--- src/rtl/program_loader.sv ---
// -----------------------------------------------------------------------------
// program_loader
//
// Sits between the UART receiver and the instruction memory. After the debug
// unit pulses i_start, received bytes are packed big-endian into 32-bit
// instructions. Each complete instruction is written to consecutive byte
// addresses 0, 4, 8, ... The load ends in DONE when the halt instruction has
// been written, or in ERROR if the last memory slot is written without
// seeing halt.
//
// Ports
//   i_clk         system clock, rising edge
//   i_rst_n       asynchronous active-low reset
//   i_start       one-cycle pulse that begins a load (ignored while loading)
//   i_rx_data     received byte
//   i_rx_valid    one-cycle strobe qualifying i_rx_data
//   o_addr        byte address of the current/last write (multiple of 4)
//   o_data        instruction word of the current/last write
//   o_wr_en       one-cycle write pulse to the instruction memory
//   o_busy        load in progress
//   o_done        halt instruction written
//   o_error       memory filled without a halt instruction
//   o_word_count  words written in the current or last load, halt included
// -----------------------------------------------------------------------------
module program_loader #(
  parameter int                   NBITS     = 8,
  parameter int                   INST_BITS = 32,
  parameter int                   CELLS     = 256,
  parameter logic [INST_BITS-1:0] HALT_INST = 32'hFFFFFFFF
) (
  input  logic                      i_clk,
  input  logic                      i_rst_n,
  input  logic                      i_start,
  input  logic [NBITS-1:0]          i_rx_data,
  input  logic                      i_rx_valid,
  output logic [INST_BITS-1:0]      o_addr,
  output logic [INST_BITS-1:0]      o_data,
  output logic                      o_wr_en,
  output logic                      o_busy,
  output logic                      o_done,
  output logic                      o_error,
  output logic [$clog2(CELLS/4):0]  o_word_count
);

  // state   | meaning
  // --------+----------------------------------------------------------
  // S_IDLE  | out of reset, waiting for i_start; bytes ignored
  // S_LOAD  | assembling bytes into words and writing them
  // S_DONE  | halt instruction written; waiting for a new i_start
  // S_ERROR | last slot written without halt; waiting for a new i_start
  localparam logic [1:0] S_IDLE  = 2'd0;
  localparam logic [1:0] S_LOAD  = 2'd1;
  localparam logic [1:0] S_DONE  = 2'd2;
  localparam logic [1:0] S_ERROR = 2'd3;

  localparam int BPW   = INST_BITS / NBITS;
  localparam int IDX_W = (BPW > 1) ? $clog2(BPW) : 1;
  localparam int CNT_W = $clog2(CELLS/4) + 1;

  localparam logic [IDX_W-1:0]     LAST_IDX  = IDX_W'(BPW - 1);
  localparam logic [INST_BITS-1:0] LAST_ADDR = INST_BITS'(CELLS - 4);
  localparam logic [INST_BITS-1:0] ADDR_STEP = INST_BITS'(4);

  logic [1:0]           r_state;
  logic [IDX_W-1:0]     r_byte_idx;
  logic [INST_BITS-1:0] r_word;
  logic [INST_BITS-1:0] r_wr_addr;

  logic [INST_BITS-1:0] w_word_next;
  logic                 w_is_halt;
  logic                 w_is_last;

  // First byte received ends up in the MSB after BPW shifts.
  assign w_word_next = {r_word[INST_BITS-NBITS-1:0], i_rx_data};
  assign w_is_halt   = (w_word_next == HALT_INST);
  assign w_is_last   = (r_wr_addr == LAST_ADDR);

  always_ff @(posedge i_clk or negedge i_rst_n) begin
    if (!i_rst_n) begin
      r_state      <= S_IDLE;
      r_byte_idx   <= '0;
      r_word       <= '0;
      r_wr_addr    <= '0;
      o_addr       <= '0;
      o_data       <= '0;
      o_wr_en      <= 1'b0;
      o_busy       <= 1'b0;
      o_done       <= 1'b0;
      o_error      <= 1'b0;
      o_word_count <= '0;
    end else begin
      o_wr_en <= 1'b0;
      case (r_state)
        S_LOAD: begin
          if (i_rx_valid) begin
            r_word <= w_word_next;
            if (r_byte_idx == LAST_IDX) begin
              r_byte_idx   <= '0;
              o_wr_en      <= 1'b1;
              o_data       <= w_word_next;
              o_addr       <= r_wr_addr;
              r_wr_addr    <= r_wr_addr + ADDR_STEP;
              o_word_count <= o_word_count + CNT_W'(1);
              // Halt wins over the full check when it lands in the last slot.
              if (w_is_halt) begin
                r_state <= S_DONE;
                o_busy  <= 1'b0;
                o_done  <= 1'b1;
              end else if (w_is_last) begin
                r_state <= S_ERROR;
                o_busy  <= 1'b0;
                o_error <= 1'b1;
              end
            end else begin
              r_byte_idx <= r_byte_idx + IDX_W'(1);
            end
          end
        end
        default: begin
          // IDLE, DONE and ERROR all restart the same way; a byte strobe
          // coinciding with the start is dropped, and any partial word is
          // discarded by clearing the byte index.
          if (i_start) begin
            r_state      <= S_LOAD;
            r_byte_idx   <= '0;
            r_word       <= '0;
            r_wr_addr    <= '0;
            o_word_count <= '0;
            o_busy       <= 1'b1;
            o_done       <= 1'b0;
            o_error      <= 1'b0;
          end
        end
      endcase
    end
  end

endmodule

--- config.mk ---
export PLATFORM = sky130hd
export DESIGN_NAME = program_loader
export DESIGN_NICKNAME = d
export VERILOG_FILES = /design/src/rtl/program_loader.sv
export SDC_FILE = /design/constraint.sdc
export NUM_CORES = 1
export LEC_CHECK = 0
export ABC_AREA = 1
export ABC_CLOCK_PERIOD_IN_PS = 1450
export BUFFER_PORTS_ARGS = -buffer_cell sky130_fd_sc_hd__buf_2
export CAP_MARGIN = 40
export CORE_ASPECT_RATIO = 0.8
export CORE_UTILIZATION = 41
export DETAILED_ROUTE_END_ITERATION = 10
export GPL_TIMING_DRIVEN = 0
export HOLD_SLACK_MARGIN = 0.08
export PLACE_DENSITY = 0.71
export SLEW_MARGIN = 20
export SYNTH_ARGS = -nofsm -noshare
export SYNTH_HDL_FRONTEND = slang
export SYNTH_SLANG_ARGS = --single-unit
--- constraint.sdc ---
create_clock -name i_clk -period 1.45 [get_ports i_clk]
set_input_delay 0.145 -clock i_clk [delete_from_list [all_inputs] [get_ports i_clk]]
set_output_delay 0.145 -clock i_clk [all_outputs]
set_load 0.02 [all_outputs]
# Yosys cells after proc, flatten, opt, wreduce, memory -nomap -nowiden

Cells that the tools add are included.

Flip-flop bits (word level): 135
Input port bits: 12
Output and inout bits: 75
Logic and storage cells: 70

Add/sub/neg operators: 3
Equal/unequal tests: 10
Multiplexer cells: 39
Reduce and logical (&&, ||, !) cells: 7

Operator list:

| cell                    | count |
|---|---|
| $mux W32                | 4 |
| $mux W24                | 2 |
| $add A32 B3 Y32 const B | 1 |
| $eq A32 B32 Y1 const B  | 1 |
| $eq A32 B8 Y1 const B   | 1 |
| $mux W7                 | 4 |
| $mux W2                 | 10 |
| $mux W1                 | 19 |
| $ne A2 B2 Y1 const B    | 5 |
| $reduce_and A4 Y1       | 2 |
| $add A7 B1 Y7 const B   | 1 |
| $reduce_and A3 Y1       | 2 |
| $reduce_and A5 Y1       | 1 |
| $ne A3 B3 Y1 const B    | 1 |
| $add A2 B1 Y2 const B   | 1 |
| $eq A2 B1 Y1 const B    | 1 |
| $eq A2 B2 Y1 const B    | 1 |
| $reduce_and A2 Y1       | 1 |
| $reduce_bool A2 Y1      | 1 |

# Depth between registers and ports, before layout

Gate-level depths: netlist of the first run.

Depth in word-level cells: 6
Depth in mapped cells: 10
Depth with buffers taken out: 10

# Worst setup path before layout of the first run

Ideal clock, no wire load.

Path kind: flip-flop to flip-flop
From: register r_wr_addr[2]
To: register r_wr_addr[18]
Setup time: 0.117 ns
Data arrival time: 1.339 ns
Data required time: 1.333 ns
Slack: -0.007 ns
Stages on the path, launching flop included: 9
Path buffers: 0
Clock period less this slack: 1.457 ns
Path through: dfrtp_1 ha_1 nand3_1 inv_1 nand3_1 nor2_4 nand2_1 o21ai_1 nor2_1

Cells in the longest elaborated chain, start to end: 4

Ends and longest elaborated chain:

| what                   | RTL line | RTL |
|---|---|---|
| start, declared        | 67       | `logic [INST_BITS-1:0] r_wr_addr;` |
| start signal, assigned | 102      | `r_wr_addr <= r_wr_addr + ADDR_STEP;` |
| $add A32 B3 Y32        | 102      |  |
| $mux W32               | 97       | `if (r_byte_idx == LAST_IDX) begin` |
| $mux W32               | 95       | `if (i_rx_valid) begin` |
| $mux W32               | 93       | `case (r_state)` |

No other way between the ends. The select of a mux whose other input is x is not followed.
A chain may end at the register's enable or synchronous reset.

# Worst setup path after layout of the first run

From: register r_state[0]
To: register r_wr_addr[3]

Cells in the longest elaborated chain, start to end: 3
Elaborated cells on any way between the ends: 6
Classes of those cells: eq/ne (3); mux (1); reduce/logical (2)

Ends and longest elaborated chain:

| what                                                                | RTL line | RTL |
|---|---|---|
| start, declared                                                     | 64       | `logic [1:0] r_state;` |
| start signal, assigned                                              | 80       | `r_state <= S_IDLE;` |
| start signal, assigned                                              | 106      | `r_state <= S_DONE;` |
| start signal, assigned                                              | 110      | `r_state <= S_ERROR;` |
| $eq A2 B1 Y1 *                                                      | 93       |  |
| $ne A2 B2 Y1 (no source line) or $reduce_bool A2 Y1 (tied branches) | --       |  |
| $reduce_and A3 Y1 (no source line)                                  | --       |  |

Every way passes the cells marked *; elsewhere a longest branch is shown, timed or not.

==> results of run 1 <==
## registers in the layout, summed over array words and instances, names as in the netlist, 2 cells and up
name,flops
o_addr,30
r_byte_idx,2
o_data,32
o_word_count,7
r_word,24
r_state,2
r_wr_addr,30
## logic make-up after synthesis
logic type                 count (synthesis)  synth area share, %
adders and majority gates                  3                0.628
other                                      1               0.0627
DFF                                      131                 54.8
xor gates and xnor gates                   2                0.293
and+or+nand+nor                          357                 25.3
buffers and inverters                    117                 8.08
AOI/OAI and AO/OA                        121                 10.8
## final cells by class
class                           instances  area share (%)
Inverter                               90            4.21
Multi-Input combinational cell        486            31.5
Clock inverter                         12            2.18
Buffer                                 26            3.28
Tap cell                              184            2.81
Timing Repair Buffer                  126            10.5
Sequential cell                       131            40.0
Clock buffer                           20            5.57
## power breakdown
part           internal [mW]  leakage [nW]  switching [mW]  total, mW
Combinational           2.42          1.92            3.99       6.41
Clock                   2.97         0.303            1.67       4.64
Sequential              4.90          1.72           0.829       5.73
## worst reg2reg max path, cell delays in order, from the launching register on
cell and delay [ns]:
dfrtp_1 0.40, inv_2 0.09, nor2_4 0.05, buf_6 0.13, nor2_4 0.12, nor2_4 0.06, buf_12 0.14, buf_4 0.13
buf_6 0.10, buf_6 0.13, nand3_1 0.06, o21ai_0 0.07
## synth_stat cells
| cell type | number | area, um2 |
|---|---|---|
| dfrtp_1 | 131 | 3280 |
| a31oi_1 | 2 | 12.5 |
| buf_6 | 2 | 22.5 |
| buf_2 | 11 | 55.1 |
| inv_1 | 87 | 327 |
| nor2_4 | 5 | 56.3 |
| o21ai_1 | 42 | 210 |
| nand2_2 | 1 | 6.26 |
| nand2_1 | 207 | 777 |
| ha_1 | 3 | 37.5 |
| nand2_4 | 2 | 22.5 |
| conb_1 | 1 | 3.75 |
| clkinv_1 | 1 | 3.75 |
| nor3b_1 | 1 | 7.51 |
| nand3_1 | 27 | 135 |
| o21a_1 | 1 | 7.51 |
| o21bai_1 | 2 | 15.0 |
| o21ai_0 | 43 | 215 |
| a21oi_1 | 7 | 35.0 |
| nor2_2 | 4 | 25.0 |
| o22ai_1 | 24 | 150 |
| nand4_1 | 25 | 156 |
| buf_4 | 4 | 30.0 |
| inv_2 | 2 | 7.51 |
| nor2_1 | 78 | 293 |
| clkbuf_1 | 10 | 37.5 |
| nor3_1 | 7 | 35.0 |
| xor2_1 | 2 | 17.5 |
## what timing repair did
item,4_1_cts,5_1_grt
gates resized for setup,60,118
buffers inserted,13,16
gates cloned,0,3
pin swaps,12,19
endpoints found under the setup margin,125,113
hold buffers,10,0
endpoints found under the hold margin,149,0
## layer usage
metal / track usage, % / up-vias
met5: 0 / -
met4: 7.85 / 0
met3: 6.22 / 32
met2: 31.7 / 276
met1: 36.3 / 2723
li1: - / 2655
## final timing paths
path                       startpoint            to  slack (ns)
hold / removal                i_start    r_word[23]        0.17
min in group asynchronous     i_rst_n     o_addr[7]        0.20
max in group asynchronous     i_rst_n     o_data[3]        0.51
setup reg to reg           r_state[0]  r_wr_addr[3]       -0.14
setup / recovery           r_state[0]  r_wr_addr[3]       -0.14
hold reg to reg            o_addr[18]    o_addr[18]        0.48
==> results_dict.tcl, run 1 <==
set metrics [dict create \
    crit_chain "inv_2 > nor2_4 > buf_6 > nor2_4 > nor2_4 > buf_12 > buf_4 > buf_6 > buf_6 > nand3_1 > o21ai_0" \
    grt_usage_pct 23.6 \
    post_drt_wl_per_cell_um 16.4 \
    syn_area_um2 5980 \
    design_area_um2 8200 \
    worstRegToRegCells 11 \
    max_clock_freq_mhz 630 \
    cts_buffers 17 \
    ys_ff_latch 131 \
    hold_depth 4 \
    design.die.area_um2 15100 \
    clk_latency_ns 0.43 \
    drv_cap 0 \
    htreeDepth 4 \
    finalSetupTns_ns -5.43 \
    fin_nets 893 \
    overflow 0 \
    irDropWorstVdd_mv 0.990 \
    ant_nets 0 \
    layout_common_cells "nand2_1 (186), dfrtp_1 (128), buf_2 (87)" \
    ys_types 28 \
    hpwlAfterDp_um 11300 \
    ios 87 \
    cp.depth 11 \
    syn_avg_cell_area_um2 8.17 \
    dr.max_layer_used "met4" \
    grt_pass1_wl_um 26300 \
    drv_slew 0 \
    final_common_cell "nand2_1" \
    p_per_area_nw_per_um2 2050 \
    syn_inst 732 \
    vias 5686 \
    wl_met3_um 1350 \
    drcViolationCount 0 \
    cp_data_arrival_time_ns 1.89 \
    place_ws_ns -0.314 \
    n_antenna_cell 0 \
    cp-end-kind "register" \
    multiInputGateArea_um2 2580 \
    worstSetupPathType "register to register" \
    clockRootBuffer "clkbuf_16" \
    violations "negative setup slack" \
    drtIter0Drc 584 \
    cp_data_required_time_ns 1.75 \
    start_kind "register" \
    die_h_um 110 \
    antenna_found_initial 0 \
    layout-drive-gt1-share_pct 29.1 \
    fp-row-count 39 \
    final-hold-violation-count 0 \
    design.core.area_um2 14200 \
    fill_cells 1252 \
    syn2layout_area_growth_pct 37.2 \
    initial_utilization_pct 42.0 \
    seqCellArea_um2 3280 \
    rsz0062_at_grt "yes" \
    dr.pass1.iters 5 \
    path_clk_slew_ns 0.06 \
    finalClockSkew_ns 0.00678 \
    seq_area_frac_synth_pct 54.8 \
    cp_top_family "buffers and inverters" \
    cts_tree "yes" \
    leakage_nw 3.94 \
    io_buffer_count 84 \
    clock_sinks 131 \
    min_path_type "input pin to register" \
    hold-worst-slack_ns 0.169 \
    wirelength_met1_um 8370 \
    placed_cells 1002 \
    crit_buf_inv 6 \
    ys.warnings.count 0 \
    finalWirelength_um 17600 \
    slowest_delay_ns 0.40 \
    place.gp.congestion 0.934 \
    period_share_pct 109 \
    met2RoutedLength_um 7550 \
    grt_pass1_vias 4963 \
    setup_viol 93 \
    place_area_um2 6670 \
    cp_slowest_cell "dfrtp_1" \
    crit_fanout 8 \
    clock_path_buffers 2 \
    finalNonFillerCells 1075 \
    outcome "finished with violations" \
    finalPower_mw 16.8 \
    post_drt_via_cell_ratio 5.29 \
    grt_max_degree 87 \
    final.setup.worst_slack_ns -0.137 \
    fin_util_pct 57.6 \
    final.min_clock_period_ns 1.59 \
    die_w_um 137 \
]
Note: power is estimated with default switching activity, not from simulation.
==> inputs of run 2 (changes only) <==
SETUP_SLACK_MARGIN = 0.2   (was not set)
==> results_dict.tcl, run 2 (same netlist as run 1, synthesis figures left out) <==
set metrics [dict create \
    final.setup.worst_slack_ns -0.198 \
    reg2reg_to "r_state[1]" \
    worstRegToRegCells 9 \
    largest_registers "o_data: 32 flops, o_addr: 30 flops, r_wr_addr: 30 flops" \
    pwr-share-clk_pct 23.7 \
    drv_slew 0 \
    final.min_clock_period_ns 1.65 \
    io_buffer_count 84 \
    final_common_cell "nand2_1" \
    syn2layout_area_growth_pct 47.6 \
    p_per_area_nw_per_um2 1980 \
    cp_data_required_time_ns 1.81 \
    layout_common_cells "nand2_1 (165), dfrtp_1 (123), buf_2 (84)" \
    ant_nets 0 \
    cp.depth 9 \
    period_share_pct 114 \
    design.die.area_um2 15100 \
    antenna_found_initial 0 \
    leakage_nw 4.22 \
    initial_utilization_pct 42.0 \
    irDropWorstVdd_mv 1.01 \
    swShare_pct 39.8 \
    r2r_slack_ns -0.20 \
    n_antenna_cell 0 \
    drv_cap 0 \
    regMostFlops "o_data" \
    violations "negative setup slack" \
    largest_reg_flops 32 \
    crit_buf_inv 2 \
    drcViolationCount 0 \
    clock_path_buffers 2 \
    crit_top_cell "nor2_4" \
    design.core.area_um2 14200 \
    fill_cells 1125 \
    start_kind "register" \
    dr.pass1.iters 5 \
    outcome "finished with violations" \
    clock_sinks 131 \
    crit_path_end "r_state[1]" \
    fin_util_pct 61.9 \
    finalClockSkew_ns 0.0111 \
    overflow 0 \
    cp_slowest_cell "dfrtp_1" \
    p_sw_mw 6.93 \
    crit_chain "nor2_4 > buf_6 > nor2_4 > nor2_4 > buf_4 > nand3_2 > nand3_1 > nand2_1 > nand2_1" \
    design_area_um2 8820 \
    layout-drive-gt1-share_pct 38.1 \
    drtIter0Drc 587 \
    finalWirelength_um 19700 \
    post_drt_wl_per_cell_um 17.9 \
    place_area_um2 6800 \
    clockRootBuffer "clkbuf_16" \
    grt_pass1_wl_um 28200 \
    cp-end-kind "register" \
    min_path_type "input pin to async pin" \
    final-hold-violation-count 0 \
    setup_viol 110 \
    max_clock_freq_mhz 607 \
    p_int_mw 10.5 \
    fin_nets 914 \
    seqPwrFrac_pct 33.5 \
    rsz0062_at_grt "yes" \
    die_w_um 137 \
    hpwlAfterDp_um 11400 \
    die_h_um 110 \
    grt_max_degree 77 \
    r2r_start "r_state[1]" \
    grt_usage_pct 25.3 \
    worstSetupPathType "register to register" \
    grt_pass1_vias 5354 \
    cp_top_family "simple AND/OR/NAND/NOR gates" \
    cts_tree "yes" \
    crit_fanout 7 \
    crit_start "r_state[1]" \
    path_clk_slew_ns 0.06 \
    vias 5998 \
    cts_buffers 17 \
    slowest_delay_ns 0.43 \
    post_drt_via_cell_ratio 5.48 \
    cp_data_arrival_time_ns 2.01 \
    fp-row-count 39 \
    place.gp.congestion 0.933 \
    clk_latency_ns 0.42 \
    ios 87 \
    p_comb_share_pct 42.8 \
    htreeDepth 4 \
]
==> run 2: per-layer routing <==
layer  routed length, um  track usage [%]
met1                8560             37.0
met2                8620             35.2
met3                1680             6.26
met4                 789             11.1
met5                   0                0
==> run 2: worst reg2reg max path, delay by kind of cell, from the launching register on <==
family | cells | cell delay (ns)
DFF | 1 | 0.43
buffers and inverters | 2 | 0.31
and+or+nand+nor | 7 | 0.85
==> run 2: how the worst min path moves through the flow <==
stage / from / end / slack [ns] / cells past startpoint
after floorplan: i_rst_n / o_addr[10] / -0.15 / 0
after global placement: i_rx_data[7] / o_data[7] / 0.44 / 3
after detailed placement: i_rst_n / o_addr[9] / 0.1 / 1
after CTS: i_rx_valid / r_word[23] / 0.19 / 4
after global routing: i_rx_valid / o_wr_en / 0.22 / 4
final: i_rst_n / o_addr[9] / 0.24 / 2
==> run 2: area by class of cell <==
type	instances	area, um2	area share [%]
clock buffers	22	494	5.60
repair buffers	147	1170	13.3
clock inverters	9	78.8	0.893
flip-flops and latches	131	3290	37.3
inverters	90	348	3.94
multi-input cells	485	2850	32.3
well taps	184	230	2.61
plain buffers	27	365	4.14
==> run 2: per-stage QoR <==
step	setup TNS, ns	total power, mW	hold WS, ns	worst slack (ns)	std cells
final	-5.18	17.4	0.241	-0.198	1095
after global placement	-213.91	10.7	0.441	-1.79	1001
after floorplan	0	8.98	-0.151	0.111	733
after detailed placement	-13.43	10.8	0.0987	-0.193	1002
after global routing	-11.01	18.3	0.224	-0.238	1095
after CTS	-0.576	16.2	0.191	-0.0503	1083
==> run 2: timing repair <==
| item | CTS | global route |
|---|---|---|
| hold endpoints to repair | 72 | 0 |
| pin swaps | 16 | 21 |
| buffers inserted | 33 | 10 |
| cloned | 7 | 2 |
| endpoints found under the setup margin | 125 | 132 |
| hold buffers | 10 | 0 |
| gates resized for setup | 162 | 85 |
==> run 2: power groups by stage <==
| stage | clock, mW | combinational (mW) | sequential, mW |
|---|---|---|---|
| final | 4.14 | 7.46 | 5.83 |
| after detailed placement | 0 | 5.09 | 5.76 |
| after CTS | 4.16 | 6.30 | 5.76 |
| after global routing | 4.35 | 7.98 | 5.98 |
| after global placement | 0 | 5.01 | 5.73 |
| after floorplan | 0 | 2.41 | 6.57 |
